**src/rtl/regfile_mp_pkg.sv**
```systemverilog
// Shared types and helpers for the regfile_mp multi-port register file:
// the clear-sequencer state enum, default geometry and the lane-priority select.
package regfile_mp_pkg;

    localparam int DEF_WIDTH = 16;
    localparam int DEF_DEPTH = 8;

    typedef enum logic {
        IDLE  = 1'b0,
        CLEAR = 1'b1
    } clr_state_t;

    typedef enum logic [1:0] {
        LANE_NONE = 2'd0,
        LANE_0    = 2'd1,
        LANE_1    = 2'd2
    } lane_t;

    // Lane 1 is the younger retire lane, so it wins when both lanes hit.
    function automatic lane_t lane_select(input logic hit0, input logic hit1);
        if (hit1) begin
            return LANE_1;
        end
        if (hit0) begin
            return LANE_0;
        end
        return LANE_NONE;
    endfunction

endpackage

```
**src/rtl/regfile_mp_if.sv**
```systemverilog
// Decode/writeback bus of the regfile_mp register file: two read ports,
// two write lanes and the bulk-clear request/busy pair.
interface regfile_mp_if
    import regfile_mp_pkg::*;
#(
    parameter int WIDTH = DEF_WIDTH,
    parameter int AW    = $clog2(DEF_DEPTH)
);
    logic [AW-1:0]    raddr1;
    logic [AW-1:0]    raddr2;
    logic [WIDTH-1:0] rdata1;
    logic [WIDTH-1:0] rdata2;
    logic [WIDTH-1:0] wdata0;
    logic [AW-1:0]    waddr0;
    logic             write0;
    logic [WIDTH-1:0] wdata1;
    logic [AW-1:0]    waddr1;
    logic             write1;
    logic             clear_req;
    logic             busy;

    modport master (
        output raddr1, raddr2, wdata0, waddr0, write0,
        output wdata1, waddr1, write1, clear_req,
        input  rdata1, rdata2, busy
    );

    modport slave (
        input  raddr1, raddr2, wdata0, waddr0, write0,
        input  wdata1, waddr1, write1, clear_req,
        output rdata1, rdata2, busy
    );

endinterface

```
**src/rtl/regfile_mp_clr_seq.sv**
```systemverilog
// Bulk-clear sequencer: walks every address once, one per cycle, holding busy
// for exactly DEPTH cycles. Requests while sweeping are ignored.
module regfile_mp_clr_seq
    import regfile_mp_pkg::*;
#(
    parameter int DEPTH = DEF_DEPTH,
    parameter int AW    = $clog2(DEF_DEPTH)
) (
    input  logic          clock,
    input  logic          reset_n,
    input  logic          clear_req,
    output logic          busy,
    output logic [AW-1:0] sweep_addr,
    output logic          sweep_we
);

    clr_state_t    state_reg, state_next;
    logic [AW-1:0] cnt_reg, cnt_next;

    always_ff @(posedge clock or negedge reset_n) begin
        if (!reset_n) begin
            state_reg <= IDLE;
            cnt_reg   <= '0;
        end else begin
            state_reg <= state_next;
            cnt_reg   <= cnt_next;
        end
    end

    always_comb begin
        state_next = state_reg;
        cnt_next   = cnt_reg;
        case (state_reg)
            IDLE: begin
                if (clear_req) begin
                    state_next = CLEAR;
                    cnt_next   = '0;
                end
            end
            CLEAR: begin
                if (cnt_reg == AW'(DEPTH - 1)) begin
                    state_next = IDLE;
                    cnt_next   = '0;
                end else begin
                    cnt_next = cnt_reg + 1'b1;
                end
            end
            default: begin
                state_next = IDLE;
                cnt_next   = '0;
            end
        endcase
    end

    assign busy       = (state_reg == CLEAR);
    assign sweep_we   = (state_reg == CLEAR);
    assign sweep_addr = cnt_reg;

endmodule

```
**src/rtl/regfile_mp.sv**
```systemverilog
// Multi-port register file: 2 combinational read ports, 2 clocked write lanes,
// optional hardwired-zero reg 0 and a bulk clear. Macro REGFILE_MP_BYPASS_EN adds write-to-read forwarding.
module regfile_mp
    import regfile_mp_pkg::*;
#(
    parameter int WIDTH    = DEF_WIDTH,
    parameter int DEPTH    = DEF_DEPTH,
    parameter bit ZERO_REG = 1'b0
) (
    input  logic        clock,
    input  logic        reset_n,
    regfile_mp_if.slave rf
);

    localparam int AW = $clog2(DEPTH);

    logic          busy;
    logic          sweep_we;
    logic [AW-1:0] sweep_addr;

    regfile_mp_clr_seq #(
        .DEPTH (DEPTH),
        .AW    (AW)
    ) u_clr_seq (
        .clock      (clock),
        .reset_n    (reset_n),
        .clear_req  (rf.clear_req),
        .busy       (busy),
        .sweep_addr (sweep_addr),
        .sweep_we   (sweep_we)
    );

    assign rf.busy = busy;

    // A lane is live only outside a sweep and never for a hardwired-zero reg 0.
    logic wr_ok0, wr_ok1;
    assign wr_ok0 = rf.write0 && !busy && !(ZERO_REG && (rf.waddr0 == '0));
    assign wr_ok1 = rf.write1 && !busy && !(ZERO_REG && (rf.waddr1 == '0));

    logic [WIDTH-1:0] mem [DEPTH];

    generate
        for (genvar gi = 0; gi < DEPTH; gi++) begin : g_word
            logic [WIDTH-1:0] word_reg, word_next;
            logic             hit0, hit1;

            assign hit0 = wr_ok0 && (rf.waddr0 == AW'(gi));
            assign hit1 = wr_ok1 && (rf.waddr1 == AW'(gi));

            always_comb begin
                word_next = word_reg;
                if (sweep_we) begin
                    if (sweep_addr == AW'(gi)) begin
                        word_next = '0;
                    end
                end else begin
                    case (lane_select(hit0, hit1))
                        LANE_1:  word_next = rf.wdata1;
                        LANE_0:  word_next = rf.wdata0;
                        default: word_next = word_reg;
                    endcase
                end
            end

            always_ff @(posedge clock or negedge reset_n) begin
                if (!reset_n) begin
                    word_reg <= '0;
                end else begin
                    word_reg <= word_next;
                end
            end

            assign mem[gi] = word_reg;
        end
    endgenerate

    logic [AW-1:0]    raddr [2];
    logic [WIDTH-1:0] rdata [2];

    assign raddr[0]  = rf.raddr1;
    assign raddr[1]  = rf.raddr2;
    assign rf.rdata1 = rdata[0];
    assign rf.rdata2 = rdata[1];

    generate
        for (genvar gi = 0; gi < 2; gi++) begin : g_rport
            logic [WIDTH-1:0] rd_val;
`ifdef REGFILE_MP_BYPASS_EN
            logic fwd0, fwd1;
            assign fwd0 = wr_ok0 && (rf.waddr0 == raddr[gi]);
            assign fwd1 = wr_ok1 && (rf.waddr1 == raddr[gi]);
`endif

            always_comb begin
                rd_val = mem[raddr[gi]];
`ifdef REGFILE_MP_BYPASS_EN
                case (lane_select(fwd0, fwd1))
                    LANE_1:  rd_val = rf.wdata1;
                    LANE_0:  rd_val = rf.wdata0;
                    default: rd_val = mem[raddr[gi]];
                endcase
`endif
                if (ZERO_REG && (raddr[gi] == '0)) begin
                    rd_val = '0;
                end
            end

            assign rdata[gi] = rd_val;
        end
    endgenerate

endmodule

```
**src/flat_wrapper.sv**
```systemverilog
// flat-port wrapper written by rule: the top's interface ports become plain ports
module regfile_mp_flat import regfile_mp_pkg::*;
#(
    parameter int WIDTH    = DEF_WIDTH,
    parameter int DEPTH    = DEF_DEPTH,
    parameter bit ZERO_REG = 1'b0
)
  (clock, reset_n, rf_raddr1, rf_raddr2, rf_wdata0, rf_waddr0, rf_write0, rf_wdata1, rf_waddr1, rf_write1, rf_clear_req, rf_rdata1, rf_rdata2, rf_busy);
  regfile_mp_if #(.WIDTH(WIDTH), .AW(3)) rf_i ();
  input  logic clock;
  input  logic reset_n;
  input wire logic [$bits(rf_i.raddr1)-1:0] rf_raddr1;
  input wire logic [$bits(rf_i.raddr2)-1:0] rf_raddr2;
  input wire logic [$bits(rf_i.wdata0)-1:0] rf_wdata0;
  input wire logic [$bits(rf_i.waddr0)-1:0] rf_waddr0;
  input wire logic [$bits(rf_i.write0)-1:0] rf_write0;
  input wire logic [$bits(rf_i.wdata1)-1:0] rf_wdata1;
  input wire logic [$bits(rf_i.waddr1)-1:0] rf_waddr1;
  input wire logic [$bits(rf_i.write1)-1:0] rf_write1;
  input wire logic [$bits(rf_i.clear_req)-1:0] rf_clear_req;
  output wire logic [$bits(rf_i.rdata1)-1:0] rf_rdata1;
  output wire logic [$bits(rf_i.rdata2)-1:0] rf_rdata2;
  output wire logic [$bits(rf_i.busy)-1:0] rf_busy;
  assign rf_i.raddr1 = rf_raddr1;
  assign rf_i.raddr2 = rf_raddr2;
  assign rf_i.wdata0 = rf_wdata0;
  assign rf_i.waddr0 = rf_waddr0;
  assign rf_i.write0 = rf_write0;
  assign rf_i.wdata1 = rf_wdata1;
  assign rf_i.waddr1 = rf_waddr1;
  assign rf_i.write1 = rf_write1;
  assign rf_i.clear_req = rf_clear_req;
  assign rf_rdata1 = rf_i.rdata1;
  assign rf_rdata2 = rf_i.rdata2;
  assign rf_busy = rf_i.busy;
  regfile_mp #(.WIDTH(WIDTH), .DEPTH(DEPTH), .ZERO_REG(ZERO_REG)) u_core (.clock(clock), .reset_n(reset_n), .rf(rf_i));
endmodule
```
**config.mk**
```make
export PLATFORM = sky130hd
export DESIGN_NAME = regfile_mp_flat
export DESIGN_NICKNAME = d
export VERILOG_FILES = /design/src/rtl/regfile_mp_pkg.sv /design/src/rtl/regfile_mp_if.sv /design/src/rtl/regfile_mp_clr_seq.sv /design/src/rtl/regfile_mp.sv /design/src/flat_wrapper.sv
export SDC_FILE = /design/constraint.sdc
export NUM_CORES = 1
export LEC_CHECK = 0
export ABC_AREA = 1
export CORE_UTILIZATION = 45
export CTS_CLUSTER_DIAMETER = 50
export DETAILED_ROUTE_END_ITERATION = 12
export PLACE_DENSITY = 0.77
export SETUP_SLACK_MARGIN = 0.05
export SLEW_MARGIN = 0
export SYNTH_ARGS = -nofsm -noshare
export SYNTH_HDL_FRONTEND = slang
export SYNTH_SLANG_ARGS = --single-unit
```
**constraint.sdc**
```tcl
create_clock -name clock -period 4.7 [get_ports clock]
set_clock_uncertainty 0.05 [all_clocks]
set_input_delay 0.94 -clock clock [delete_from_list [all_inputs] [get_ports clock]]
set_output_delay 0.94 -clock clock [all_outputs]
set_load 0.05 [all_outputs]
```
==> results of run 1 <==
[cells in the mapped netlist (5+ instances only)]
cell and instances:
inv_1 98, nand3_1 143, a21oi_1 65, o21ai_0 215, buf_4 5, buf_2 26
nor2_4 10, nand4_1 160, nand2_2 14, inv_2 9, dfrtp_1 132, clkbuf_1 67
buf_1 11, nand3_2 7, o21ai_1 15, ha_1 6, nand2_1 391, nor2_1 70
[layer usage]
layer / vias up / GRT usage (%) / share of wire, %
met5: - / 0 / 0
met4: 0 / 18.2 / 5.3
met3: 167 / 7.38 / 13
met2: 898 / 51.5 / 43
met1: 5107 / 47.0 / 39
li1: 4973 / - / -
[area by class of cell]
type,count,area share (%)
multi-input combinational,1103,49.3
inverter,108,3.73
clock buffer,19,4.08
sequential,132,30.4
timing repair buffer,100,7.98
tap,270,3.11
clock inverter,13,1.36
[cells by family (layout without fill, tap and decap cells)]
family	after synthesis	after routing	share of synthesized area [%]
AO/OA/AOI/OAI	296	296	15.5
AND/OR/NAND/NOR	801	801	39.8
flip-flops	132	132	34.6
adder cells (fa/ha/maj)	6	6	0.787
buffers and inverters	218	240	9.20
[worst reg2reg max path, cell delays in order (launching register included)]
cell     delay, ns
dfrtp_1       0.61
inv_2         0.18
nand2_2       0.18
nor2_2        0.08
nand2_2       0.35
nand3_2       0.51
inv_2         0.55
nand2_1       0.12
nand2_1       0.09
[metrics by stage]
stage / utilization, % / cell area, sq um / hold WS (ns) / cells
6_report: 53.0 / 10900 / 0.441 / 1745
5_1_grt: 53.0 / 10900 / 0.463 / 1745
4_1_cts: 53.0 / 10900 / 0.439 / 1745
3_5_place_dp: 50.1 / 10300 / 0.422 / 1713
3_3_place_gp: 50.1 / 10300 / 0.416 / 1713
2_1_floorplan: - / 9540 / 0.399 / 1453
[worst max path at each step]
stage	depth (start not counted)	end	slack, ns
floorplan	7	rf_rdata2[15]	1.57
global placement	7	rf_rdata2[4]	1.12
detailed placement	7	rf_rdata2[14]	1.11
CTS	7	rf_rdata2[14]	1.10
global route	7	rf_rdata2[11]	0.85
finish	7	rf_rdata2[7]	1.03
[power groups by stage]
stage / clock network, mW / logic [mW] / registers (mW)
global route: 1.42 / 2.20 / 1.96
CTS: 1.37 / 1.97 / 1.90
global placement: 0 / 1.92 / 1.91
detailed placement: 0 / 1.96 / 1.91
floorplan: 0 / 1.43 / 1.77
finish: 1.38 / 2.02 / 1.93
==> results.yml, run 1 <==
min_path:
  hold_end: "u_core.g_word[5].word_reg[1]"
  hold_path_class: "flip-flop to flip-flop"
  hold-path-cell-count: 2
  min_from: "u_core.g_word[5].word_reg[1]"
synth:
  synth.top_cell.area_share_pct: 34.6
  synthArstFlopShare_pct: 100
  syn_inst: 1453
  synth.area.top_cells: "dfrtp_1 (35%), nand2_1 (15%), o21ai_0 (11%), nand4_1 (10%), nand3_1 (7.5%)"
  synth_top_flop_cell: "dfrtp_1"
  syn-cell-area_sq_mm: 0.00954
  seq_area_frac_synth_pct: 34.6
  synth-edff-count: 0
  synth_cell_types: 24
  synth_top_cell_by_area: "dfrtp_1"
  synth_fp_nets: 1508
  ys_ff_latch: 132
  syn_avg_cell_area_sq_um: 6.56
  yosys_warnings: 0
setup_path:
  path_cells: "buf_2 -> buf_4 -> o21ai_0 -> o21ai_0 -> nand2_1 -> nand2_1 -> buf_4"
  critPathBufInv: 3
  worstPathMaxFanout: 76
  cp-startpoint: "rf_raddr2[0]"
  critPathKind: "input pin to output pin"
  worst_setup_path_end_kind: "output pin"
  worst_path_max_delay_cell: "buf_4"
  critPathLaunchType: "input pin"
  cp_data_required_time_ns: 3.71
  r2r_end: "u_core.g_word[6].word_reg[6]"
  r2r-start: "u_core.u_clr_seq.busy"
  critical-path-top-delay-family: "buffers and inverters"
  critPathMaxStageDelay_ns: 0.63
  ff2ff_path_depth: 8
  r2r_setup_slack_ns: 1.93
  worstPathArrival_ns: 2.68
floorplan:
  core_sq_mm: 0.0205
  die_width_microns: 148
  ios: 82
  fp.dieH_microns: 148
  die-area_sq_mm: 0.0218
  row_count: 52
  start_util_pct: 46.5
final_layout:
  nets: 1517
  seqCellArea_sq_mm: 0.00330
  final_common_cell: "nand2_1"
  largest_reg_flops: 128
  fill_cells: 2025
  diodes: 0
  drive_above_1_share_pct: 9.02
  layout_common_cells: "nand2_1 (391), o21ai_0 (215), nand4_1 (160)"
  areaGrowthSynthToFinish_pct: 13.9
  multiInputGateArea_sq_mm: 0.00536
cts:
  cts_hold_buf: 0
  cts_tree: "yes"
  htree_num_levels: 4
  cts_setup_buffers: 0
  cts-root-buf: "clkbuf_16"
  cts.clk_slew.worst_paths_ns: 0.06
  cts_buffer_depth: 2
  cts_resized: 0
  cts.sinks: 132
  clk_latency_ns: 0.44
  numCtsBuffers: 17
power:
  p_int_mw: 2.92
  seqPwrFrac_pct: 36.3
  clockPowerShare_pct: 25.9
  pwr-share-comb_pct: 37.8
  leakage_nw: 5.23
  switchingPower_mw: 2.41
  swShare_pct: 45.3
  pwr_density_cell_mw_per_mm2: 491
  peakVddDrop_mv: 0.638
  power_mw: 5.33
timing:
  fin_crit_ns: 3.67
  max_slew.worst_pin.slew_ns: 1.11
  slew_viol_final: 0
  fin_crit_sh_pct: 78.2
  setup_viol: 0
  rsz0062_at_grt: "no"
  hold_violations: 0
  setup_ws_ns: 1.03
  fin_setup_tns_ns: 0
  fmax_mhz: 272
  relSlewSlack_pct: 26.3
routing:
  first_pass_iters: 6
  drtIter0Drc: 1547
  drc: 0
  wire_per_inst_microns: 21.1
  viasPerCell: 6.39
  antenna_left: 0
  via_count: 11100
  drt_wl_total_mm: 36.8
placement:
  finalWeightedCongestion: 0.972
  portBuffers: 81
  dp_slack_ns: 1.11
  dpl.hpwl_mm: 24.3
flow_run:
  maxCapViolations: 0
global_routing:
  antenna_found_initial: 0
  grt_pass1_wl_mm: 57.7
  grt_pass1_vias: 10500
  grt_max_degree: 108
  grtUsageTotal_pct: 34.6
  gr-total-overflow: 0
outcome:
  outcome: "complete, no violations"
No activity file was read; power rests on OpenSTA's default activity.
==> run 2: changes to the inputs <==
clock period = 3.6 ns   (was 4.7 ns; I/O delays follow)
==> run 2 against run 1 <==
Against the previous run: sequential power grew 29%; die area unchanged; first-iteration DRC count up 32%; critical path depth shrank 2; clock power up 22%; count of clock-buffer cells in the layout shrank 2; critical path type unchanged; highest routed layer unchanged.
==> results.yml, run 2 (synthesized netlist as in run 1, its figures left out) <==
setup_path:
  r2r-start: "u_core.u_clr_seq.busy"
  cp_common_cell: "nand2_1"
  worst_path_max_delay_cell: "inv_1"
  r2r_setup_slack_ns: 0.85
  critPathKind: "input pin to output pin"
  worstPathMaxFanout: 16
  critPathLaunchType: "input pin"
  worstPathArrival_ns: 2.18
  critPathMaxStageDelay_ns: 0.48
  path_cells: "clkdlybuf4s50_1 -> inv_1 -> nand2_1 -> nand2_1 -> buf_12"
  cp_data_required_time_ns: 2.83
  ff2ff_path_depth: 8
  r2r_end: "u_core.g_word[1].word_reg[2]"
  worst_setup_path_end_kind: "output pin"
cts:
  cts_setup_buffers: 0
  cts_hold_buf: 0
  numCtsBuffers: 17
  cts.clk_slew.worst_paths_ns: 0.06
  clk_latency_ns: 0.43
  htree_num_levels: 4
  cts_tree: "yes"
  cts_buffer_depth: 2
  cts.sinks: 132
  cts-root-buf: "clkbuf_16"
  cts_resized: 0
final_layout:
  drive_above_1_share_pct: 9.70
  diodes: 0
  utilization_pct: 55.4
  areaGrowthSynthToFinish_pct: 19.2
  layout_common_cells: "nand2_1 (391), o21ai_0 (215), nand4_1 (160)"
  final_common_cell: "nand2_1"
  largest_reg_flops: 128
  nets: 1527
floorplan:
  core_sq_mm: 0.0205
  fp.dieH_microns: 148
  die-area_sq_mm: 0.0218
  ios: 82
  die_width_microns: 148
  row_count: 52
  start_util_pct: 46.5
timing:
  rsz0062_at_grt: "no"
  max_slew.worst_pin.slew_ns: 0.900
  relSlewSlack_pct: 39.8
  fin_setup_tns_ns: 0
  hold_violations: 0
  setup_viol: 0
  fin_crit_sh_pct: 82.1
  fin_crit_ns: 2.95
  slew_viol_final: 0
  fmax_mhz: 338
  fin_hold_ws_ns: 0.237
placement:
  finalWeightedCongestion: 0.984
  portBuffers: 81
  dpl.hpwl_mm: 24.3
routing:
  first_pass_iters: 7
  drc: 0
  viasPerCell: 6.43
  via_count: 11300
  drt_wl_total_mm: 37.0
  wire_per_inst_microns: 21.1
  drtIter0Drc: 2042
  antenna_left: 0
power:
  pwr_density_cell_mw_per_mm2: 626
  peakVddDrop_mv: 0.465
  leakage_nw: 5.39
global_routing:
  grtUsageTotal_pct: 34.5
  grt_max_degree: 97
  gr-total-overflow: 0
  antenna_found_initial: 0
  grt_pass1_wl_mm: 58.0
  grt_pass1_vias: 10200
outcome:
  outcome: "complete, no violations"
min_path:
  hold_path_class: "input pin to asynchronous set/reset pin"
flow_run:
  maxCapViolations: 0
run 2: where the power goes:
group | total, mW | internal, mW | switching (mW)
registers | 2.49 | 2.01 | 0.478
logic | 2.93 | 0.986 | 1.94
clock network | 1.69 | 0.950 | 0.743
total | 7.11 | 3.95 | 3.16
run 2: worst max-delay path by stage:
stage / start / endpoint / slack (ns) / depth (start not counted)
floorplan: rf_raddr2[0] / rf_rdata2[15] / 0.91 / 7
CTS: rf_raddr1[2] / rf_rdata1[0] / 0.71 / 5
detailed placement: rf_waddr1[0] / u_core.g_word[1].word_reg[15] / 0.65 / 8
global placement: rf_waddr1[0] / u_core.g_word[1].word_reg[15] / 0.69 / 8
global route: rf_raddr1[1] / rf_rdata1[7] / 0.54 / 8
finish: rf_raddr1[2] / rf_rdata1[0] / 0.65 / 5
run 2: worst max-delay path, delay by kind of cell:
family	cells	cell delay [ns]
buf+inv	3	1.06
simple gates	2	0.39
run 2: final cells by class:
class | count | area [sq um]
repair buffers | 110 | 1410
clock buffers | 17 | 425
flip-flops and latches | 132 | 3300
well taps | 270 | 338
inverters | 108 | 405
fillers | 1908 | 9130
multi-input cells | 1103 | 5360
clock inverters | 15 | 131
run 2: through the flow:
| step | worst slack, ns | cell area, sq um | std cells | power [mW] |
|---|---|---|---|---|
| floorplan | 0.913 | 9540 | 1453 | 4.18 |
| global placement | 0.688 | 10800 | 1723 | 5.23 |
| detailed placement | 0.653 | 10800 | 1723 | 5.31 |
| CTS | 0.714 | 11400 | 1755 | 7.00 |
| global route | 0.539 | 11400 | 1755 | 7.44 |
| finish | 0.645 | 11400 | 1755 | 7.11 |
run 2: layer usage:
layer / track usage, % / wire length [microns] / vias to the layer above
met5: 0 / 0 / -
met1: 47.6 / 14300 / 5164
met3: 7.78 / 5040 / 179
met2: 50.9 / 15700 / 942
met4: 16.9 / 1970 / 0
li1: - / - / 4995
